==> src/rtl/bram_loader.sv <==
// Stream-to-BRAM fill stage: writes a PS-started word stream from address 0,
// optionally zero-pads the remainder, then reports done and waits for ack.
module bram_loader #(
    parameter int unsigned ADDR_W    = 13,
    parameter int unsigned NUM_WORDS = 2048
) (
    input  logic              clk,
    input  logic              reset,
    input  logic [31:0]       ps_control,
    output logic [31:0]       pl_status,
    input  logic [31:0]       in_data,
    input  logic              in_valid,
    output logic              in_ready,
    output logic [ADDR_W-1:0] bram_addr,
    output logic [31:0]       bram_wrdata,
    output logic [3:0]        bram_we
);

    localparam int unsigned CNT_W = ADDR_W - 2;
    localparam logic [CNT_W-1:0] LAST_IDX = CNT_W'(NUM_WORDS - 1);

    typedef enum logic [1:0] {
        IDLE = 2'd0,
        LOAD = 2'd1,
        PAD  = 2'd2,
        DONE = 2'd3
    } state_t;

    state_t           state, state_nxt;
    logic [CNT_W-1:0] count, count_nxt;
    logic [CNT_W-1:0] last_idx, last_nxt;
    logic             pad_en, pad_nxt;
    logic [CNT_W-1:0] count_inc;

    // Only the start bit, L and pad enable are meaningful.
    logic unused_ctrl;
    assign unused_ctrl = ^ps_control[31:13];

    // Saturating increment: the final write lands on NUM_WORDS-1 and must not wrap.
    assign count_inc = (count == LAST_IDX) ? count : count + CNT_W'(1);

    always_ff @(posedge clk) begin
        if (reset) begin
            state    <= IDLE;
            count    <= '0;
            last_idx <= '0;
            pad_en   <= 1'b0;
        end else begin
            state    <= state_nxt;
            count    <= count_nxt;
            last_idx <= last_nxt;
            pad_en   <= pad_nxt;
        end
    end

    // Next-state, counter and combinational write-port decode.
    always_comb begin
        state_nxt   = state;
        count_nxt   = count;
        last_nxt    = last_idx;
        pad_nxt     = pad_en;
        in_ready    = 1'b0;
        bram_we     = 4'h0;
        bram_wrdata = 32'h0;
        bram_addr   = {count, 2'b00};
        pl_status   = 32'h0;

        unique case (state)
            IDLE: begin
                count_nxt = '0;
                bram_addr = '0;
                if (ps_control[0]) begin
                    last_nxt  = CNT_W'(ps_control[11:1]);
                    pad_nxt   = ps_control[12];
                    state_nxt = LOAD;
                end
            end
            LOAD: begin
                in_ready     = 1'b1;
                pl_status[1] = 1'b1;
                if (in_valid) begin
                    bram_we     = 4'hf;
                    bram_wrdata = in_data;
                    count_nxt   = count_inc;
                    if (count == last_idx) begin
                        state_nxt = (pad_en && (last_idx != LAST_IDX)) ? PAD : DONE;
                    end
                end
            end
            PAD: begin
                pl_status[1] = 1'b1;
                bram_we      = 4'hf;
                count_nxt    = count_inc;
                if (count == LAST_IDX) begin
                    state_nxt = DONE;
                end
            end
            DONE: begin
                pl_status[0] = 1'b1;
                if (!ps_control[0]) begin
                    count_nxt = '0;
                    state_nxt = IDLE;
                end
            end
            default: begin
                state_nxt = IDLE;
            end
        endcase
    end

endmodule

==> config.mk <==
export PLATFORM = sky130hd
export DESIGN_NAME = bram_loader
export DESIGN_NICKNAME = d
export VERILOG_FILES = /design/src/rtl/bram_loader.sv
export SDC_FILE = /design/constraint.sdc
export NUM_CORES = 1
export LEC_CHECK = 0
export ABC_AREA = 1
export CAP_MARGIN = 40
export CORE_ASPECT_RATIO = 0.75
export CORE_UTILIZATION = 30
export DETAILED_ROUTE_END_ITERATION = 12
export HOLD_SLACK_MARGIN = 0.12
export PLACE_DENSITY = 0.74
export SLEW_MARGIN = 20
export SYNTH_ARGS = -nofsm -noshare
export SYNTH_HDL_FRONTEND = slang
export SYNTH_SLANG_ARGS = --single-unit
==> constraint.sdc <==
create_clock -name clk -period 1.5 [get_ports clk]
set_input_delay 0.15 -clock clk [delete_from_list [all_inputs] [get_ports clk]]
set_output_delay 0.15 -clock clk [all_outputs]
set_load 0.03 [all_outputs]
== Yosys cells after proc, flatten, opt, wreduce, memory -nomap -nowiden ==
Cells that the tools add are included.
Operators by class
  add/subtract/negate cells: 1
  eq/ne operators: 11
  mux-type cells: 19
  reductions and logical operators: 6
Operators by type and width (count)
  $mux 32: 2
  $pmux 11 s4: 1
  $mux 11: 3
  $mux 13: 1
  $add 11x1->11 const B: 1
  $eq 11x11->1: 1
  $eq 11x11->1 const B: 1
  $ne 11x11->1 const B: 1
  $mux 2: 5
  $ne 2x2->1 const B: 5
  $pmux 2 s4: 1
  $pmux 4 s2: 1
  $reduce_and 5->1: 1
  $eq 2x2->1 const B: 2
  $mux 1: 4
  $mux 4: 1
  $reduce_and 2->1: 2
  $eq 2x1->1 const B: 1
  $logic_not 2->1: 1
  $reduce_or 2->1: 1
  $logic_and 1x1->1: 1
Storage, ports and cells
  register bits after elaboration: 25
  input bits: 67
  logic and storage cells: 41

== Longest topological paths before layout ==
Gate-level depths: netlist of run 1.
  word-level depth: 6
  depth in mapped cells: 11
  mapped depth without buffers: 11

== Worst setup path before layout of run 1 ==
Ideal clock, no wire load.
  path type: reg-to-output
  start: register state[1]
  end: output port bram_we[1]
  arrival time: 1946 ps
  data required time: 1350 ps
  setup slack: -596 ps
  stages on the path, launching flop included: 6
  buffers on the path: 1
  cells stage by stage: dfxtp_1 inv_1 ha_1 nand2_1 a21oi_1 buf_4
Between the ends
  cells in the longest elaborated chain, start to end: 2
  elaborated cells between the ends (all ways): 3
  classes of those cells: 2 x eq/ne; 1 x mux
Ends and longest elaborated chain
  from (decl): line 29  | state_t state, state_nxt;
  from (signal assigned): line 49  | state <= state_nxt;
  $eq 2x2->1 / $eq 2x1->1 (equally long branches): line 68  | unique case (state)
  $pmux 4 s2 (*): line 68
  to (decl): line 16  | output logic [3:0] bram_we
Every way passes the cells marked *; elsewhere a longest branch is shown, timed or not.

== Final worst setup path of run 1 ==
  start: register state[0]
  end: output port bram_we[3]
Same word-level chain as after synthesis.

==> flow_summary.toml, run 1 <==
[synthesis]
synth_area_leader_cell = "dfxtp_1"
synth.distinct_cells = 29
syn_avg_cell_area_um2 = 6.23
yosysWarningCount = 0
ys_top_cells_by_area = "dfxtp_1, buf_4, inv_1"
netlist_instances = 335
yosys.area.top_type_share_pct = 24.0
synth-seq-area-share_pct = 24.0
ys_ff_latch = 25
syn-cell-area_um2 = 2090

[clock_tree]
tritoncts = "done"
hold_buffers = 0
htree_num_levels = 1
clock_latency_ps = 270
cts.clk_slew.worst_paths_ps = 90
clk_path_buf_depth = 2
ctsRootBufferMaster = "clkbuf_8"
cts_buffers = 3
cts_num_sinks = 25

[global_routing]
grt_pass1_wl_mm = 10.2
antenna_found_initial = 0
first_global_vias = 2138
grt_use_total_pct = 17.3
grt-ovfl-total = 0
grt_max_degree = 23

[die]
num_io_pins = 149
rows = 25
die_y_um = 74.2
initial_core_util_pct = 32.1
dieWidth_um = 98.3
design.core.area_um2 = 6510
die-area_um2 = 7290

[critical_path]
cp.arrival_ps = 1430
r2r_setup_slack_ps = -60
cpPeakStageDelay_ps = 400
cp.required_ps = 1350
crit_chain = "inv_4, ha_4, inv_4, a21oi_4, buf_6"
rr_startpoint = "state[1]$_SDFFE_PP0P_"
cpMaxStageDelayCell = "dfxtp_4"
cp-end-kind = "output port"
cpMostUsedCell = "inv_4"
reg2regPathDepth = 10
critPathKind = "reg -> out"
cp-start-kind = "register"
crit_fanout = 4
crit_path_end = "bram_we[3]"
crit_start = "state[0]$_SDFFE_PP0P_"
rr_endpoint = "count[9]$_SDFFE_PP0P_"

[place]
place_hpwl_mm = 4.92
place.gp.congestion = 0.826
dpl_cell_area_um2 = 3370
io_buffers = 97

[power]
p_sw_share_pct = 49.4
p_leak_nw = 1.79
clockPowerShare_pct = 7.7
pwr-share-comb_pct = 74.5
p_int_mw = 2.64
cellPowerDensity_nw_per_um2 = 1320
ir_worst_vdd_uv = 538
switchingPower_mw = 2.57
power_frac_seq_pct = 17.8

[run_status]
outcome = "finished with violations"
failed_checks = "design-rule violations, negative setup slack"

[detailed_routing]
wirelength_mm = 7.00
postRouteAntennaNets = 0
drt_iter0_drc = 138
drc_errors = 5
vias_per_cell = 4.41
wl_per_cell_um = 12.9
first_pass_iters = 12
num_vias = 2393

[cells_and_area]
n_fill_cell = 541
fin_area_um2 = 3950
multi_input_area_um2 = 1600
regArea_um2 = 512
nNetsFinal = 535
antenna_cells = 0
layout-drive-gt1-share_pct = 38.7
syn_to_final_growth_pct = 89.2

[min_path]
hp-class = "reg -> reg"
min-delay-start = "last_idx[4]$_SDFFE_PP0P_"

[flow_run]
drv_cap = 0

[timing]
fin_crit_sh_pct = 106
fmax_mhz = 632
hold_violations = 0
period_minus_slack_ps = 1580
slew_violations = 0
finalWorstSetupSlack_ps = -83.3
fin_worst_skew_ps = 3.66
setup_viol = 31
rsz0062_at_grt = "true"
whs_ps = 489
## what timing repair did
action,CTS,global route
endpoints found under the setup margin,55,56
pin swaps,7,15
gates resized for setup,63,46
gates cloned,2,1
buffers inserted,11,2
## stage by stage
step	total power, mW	worst slack, ps	TNS, ps	instances	util (%)
global placement	3.88	-6.11	-6.11	523	51.8
global route	5.52	-153	-4320	543	60.7
CTS	4.83	-125	-1230	540	57.6
detailed placement	3.92	-23.8	-92.8	523	51.8
floorplan	3.03	12.5	0	366	-
finish	5.22	-83.3	-1020	543	60.7
## worst min path at each step
stage | endpoint | depth (start not counted) | slack, ps
after global placement | pad_en$_SDFFE_PP0P_ | 2 | 470
after detailed placement | last_idx[4]$_SDFFE_PP0P_ | 2 | 480
after floorplan | last_idx[10]$_SDFFE_PP0P_ | 2 | 320
after CTS | last_idx[4]$_SDFFE_PP0P_ | 2 | 490
final | last_idx[4]$_SDFFE_PP0P_ | 2 | 490
after global routing | last_idx[4]$_SDFFE_PP0P_ | 2 | 510
## worst max-delay path: cells and delay by family, from the launching register on
family,cells,cell delay (ps)
buffers and inverters,3,270
adder cells (fa/ha/maj),1,270
AO/OA/AOI/OAI,1,220
flip-flops,1,400
## logic make-up (layout without fill, tap and decap cells)
family | after synthesis | after routing | share of synthesized area [%]
AND/OR/NAND/NOR | 149 | 151 | 31.7
buffers and inverters | 109 | 203 | 26.6
AO/OA/AOI/OAI | 37 | 37 | 10.8
flip-flops | 25 | 25 | 24.0
XOR/XNOR | 9 | 9 | 3.78
adder cells (fa/ha/maj) | 5 | 5 | 3.00
other | 1 | 32 | 0.180
## state kept, by name (all words and copies together) (netlist names)
name and cells:
count 11, last_idx 11, state 2, pad_en 1
## synth_stat cells, drive strengths merged
master,count
o21bai,2
a22oi,1
nand2,66
nand3b,1
nor3b,1
nor3,3
a21oi,21
buf,38
conb,1
nand3,12
o21ai,13
xnor2,4
clkbuf,8
ha,5
inv,63
xor2,5
nand4,2
dfxtp,25
nor2,64
## power by group through the flow
stage	Combinational, mW	Clock [mW]	Sequential [mW]
final	3.89	0.400	0.930
after detailed placement	3.00	0	0.917
after global placement	2.97	0	0.910
after CTS	3.50	0.408	0.928
after global routing	4.14	0.439	0.948
after floorplan	2.13	0	0.900
## cell type report
| cell class | instances | share of cell area, % |
|---|---|---|
| Timing Repair Buffer | 136 | 36.4 |
| Clock inverter | 1 | 0.127 |
| Tap cell | 81 | 2.57 |
| Sequential cell | 25 | 13.0 |
| Inverter | 63 | 6.25 |
| Clock buffer | 3 | 1.05 |
| Multi-Input combinational cell | 234 | 40.6 |
## layer usage
metal  vias up  global-route usage [%]  wire [um]
li1       1191                       -          -
met1      1082                    23.5       2930
met2       106                    30.6       3530
met3        14                    1.97        465
met4         0                    2.65         85
met5         -                       0          0
## placed cells by master (no fill, tap or decap), types with 7 or more instances in the layout
cell and n:
dfxtp_1 20, nand2_2 8, conb_1 32, inv_1 59, nor2_1 22, buf_12 7
buf_4 30, clkdlybuf4s50_1 47, a21oi_1 14, buf_6 50, nand2_1 53, nor2_4 41
o21ai_0 12, nand3_1 7
Power figures use the tool's default switching activity.
==> inputs of run 2 (changes only) <==
CORE_MARGIN = 2   (was unset)
==> run 2 against run 1 <==
Against the previous run:
- the run ends with negative setup slack left
- global-route usage down 0.54 points
- worst hold slack better by 2.0 ps
- sequential share of layout area about the same
- critical path depth up 1
- sequential power down 0.4%
- die area up 4.8%
- sequential cell count unchanged
- wire length down 3.2%
- largest cell class unchanged
- highest routed layer unchanged
==> flow_summary.toml, run 2 (synthesized netlist as in run 1, its figures left out) <==
[critical_path]
critPathKind = "reg -> out"
crit_fanout = 4
cp-end-kind = "output port"
cp.arrival_ps = 1420
cp.required_ps = 1350
cp-start-kind = "register"

[global_routing]
first_global_vias = 2229
grt_use_total_pct = 16.8
grt_max_degree = 23
antenna_found_initial = 0
grt-ovfl-total = 0
grt_pass1_wl_mm = 10.6

[cells_and_area]
final_util_pct = 58.2
fin_area_um2 = 3940
final_cell_mix = "inv_1, clkdlybuf4s50_1, nand2_1"
final_common_cell = "inv_1"
nNetsFinal = 531
antenna_cells = 0
top_regs = "count (11), last_idx (11), state (2)"
syn_to_final_growth_pct = 88.7
layout-drive-gt1-share_pct = 40.2

[die]
rows = 26
initial_core_util_pct = 30.8
design.core.area_um2 = 6770
die_y_um = 76.2
num_io_pins = 149
die-area_um2 = 7640
dieWidth_um = 100

[clock_tree]
cts.clk_slew.worst_paths_ps = 90
tritoncts = "done"
htree_num_levels = 1
ctsRootBufferMaster = "clkbuf_8"
cts_num_sinks = 25
clock_latency_ps = 270
clk_path_buf_depth = 2
cts_buffers = 3

[timing]
slew_violations = 0
period_minus_slack_ps = 1570
fin_crit_sh_pct = 105
fmax_mhz = 635
hold_violations = 0
rsz0062_at_grt = "true"
finalWorstSetupSlack_ps = -74.0
whs_ps = 491
setup_viol = 48
fin_worst_skew_ps = 2.19

[detailed_routing]
drc_errors = 0
drt_iter0_drc = 100
wl_per_cell_um = 12.5
vias_per_cell = 4.33
postRouteAntennaNets = 0
num_vias = 2346
wirelength_mm = 6.78
first_pass_iters = 4

[place]
place_hpwl_mm = 4.84
pre_cts_ws_ps = -155
place.gp.congestion = 0.794
dpl_cell_area_um2 = 3360
io_buffers = 97

[power]
ir_worst_vdd_uv = 834
power_mw = 5.32
cellPowerDensity_nw_per_um2 = 1350
p_leak_nw = 1.80

[min_path]
hp-class = "reg -> reg"

[flow_run]
drv_cap = 0

[run_status]
outcome = "finished with violations"
failed_checks = "negative setup slack"
## run 2: cell types whose count changed in the layout (fill, tap and decap cells not counted), sizes merged
| cell | change |
|---|---|
| buf | -3 |
| clkbuf | +1 |
| clkdlybuf4s15 | -1 |
| clkinv | -1 |
## run 2: critical path, stage by stage, from the launching register on
cell     delay (ps)
dfxtp_4         380
inv_4            70
buf_6           110
ha_4            140
inv_2            40
a21oi_4         240
buf_6           180
## run 2: final cells by class
class / instances / area (um2)
well taps: 84 / 105
flip-flops and latches: 25 / 510
clock buffers: 4 / 45.0
fillers: 578 / 2830
repair buffers: 132 / 1420
inverters: 63 / 244
multi-input cells: 234 / 1610
## run 2: routing by layer
| metal | GRT usage, % | vias up | routed length, um |
|---|---|---|---|
| li1 | - | 1178 | - |
| met1 | 21.9 | 1076 | 2860 |
| met2 | 29.4 | 78 | 3490 |
| met3 | 1.93 | 14 | 292 |
| met4 | 3.70 | 0 | 138 |
| met5 | 0 | - | 0 |
## run 2: metrics by stage
stage / std cells / setup TNS, ps
after floorplan: 366 / 0
after global placement: 524 / -381
after detailed placement: 524 / -1020
after CTS: 534 / -1310
after global routing: 542 / -4690
final: 542 / -1420
## run 2: worst paths after layout
check / cells past startpoint / to / slack [ps] / from
min: 2 / pad_en$_SDFFE_PP0P_ / 490 / pad_en$_SDFFE_PP0P_
min reg2reg: 2 / pad_en$_SDFFE_PP0P_ / 490 / pad_en$_SDFFE_PP0P_
max: 6 / bram_we[2] / -70 / state[0]$_SDFFE_PP0P_
max reg2reg: 8 / count[5]$_SDFFE_PP0P_ / -60 / state[1]$_SDFFE_PP0P_
## run 2: power by group
| part | internal [mW] | switching, mW | total (mW) |
|---|---|---|---|
| sequential | 0.809 | 0.117 | 0.926 |
| combinational | 1.72 | 2.27 | 3.99 |
| clock | 0.190 | 0.212 | 0.402 |
| total | 2.72 | 2.60 | 5.32 |
## run 2: repair_timing
action	CTS	global route
resized for setup	63	43
hold buffers	0	0
gates cloned	2	2
setup buffers	5	6
pin swaps	5	21
endpoints found under the hold margin	0	0
endpoints found under the setup margin	54	50
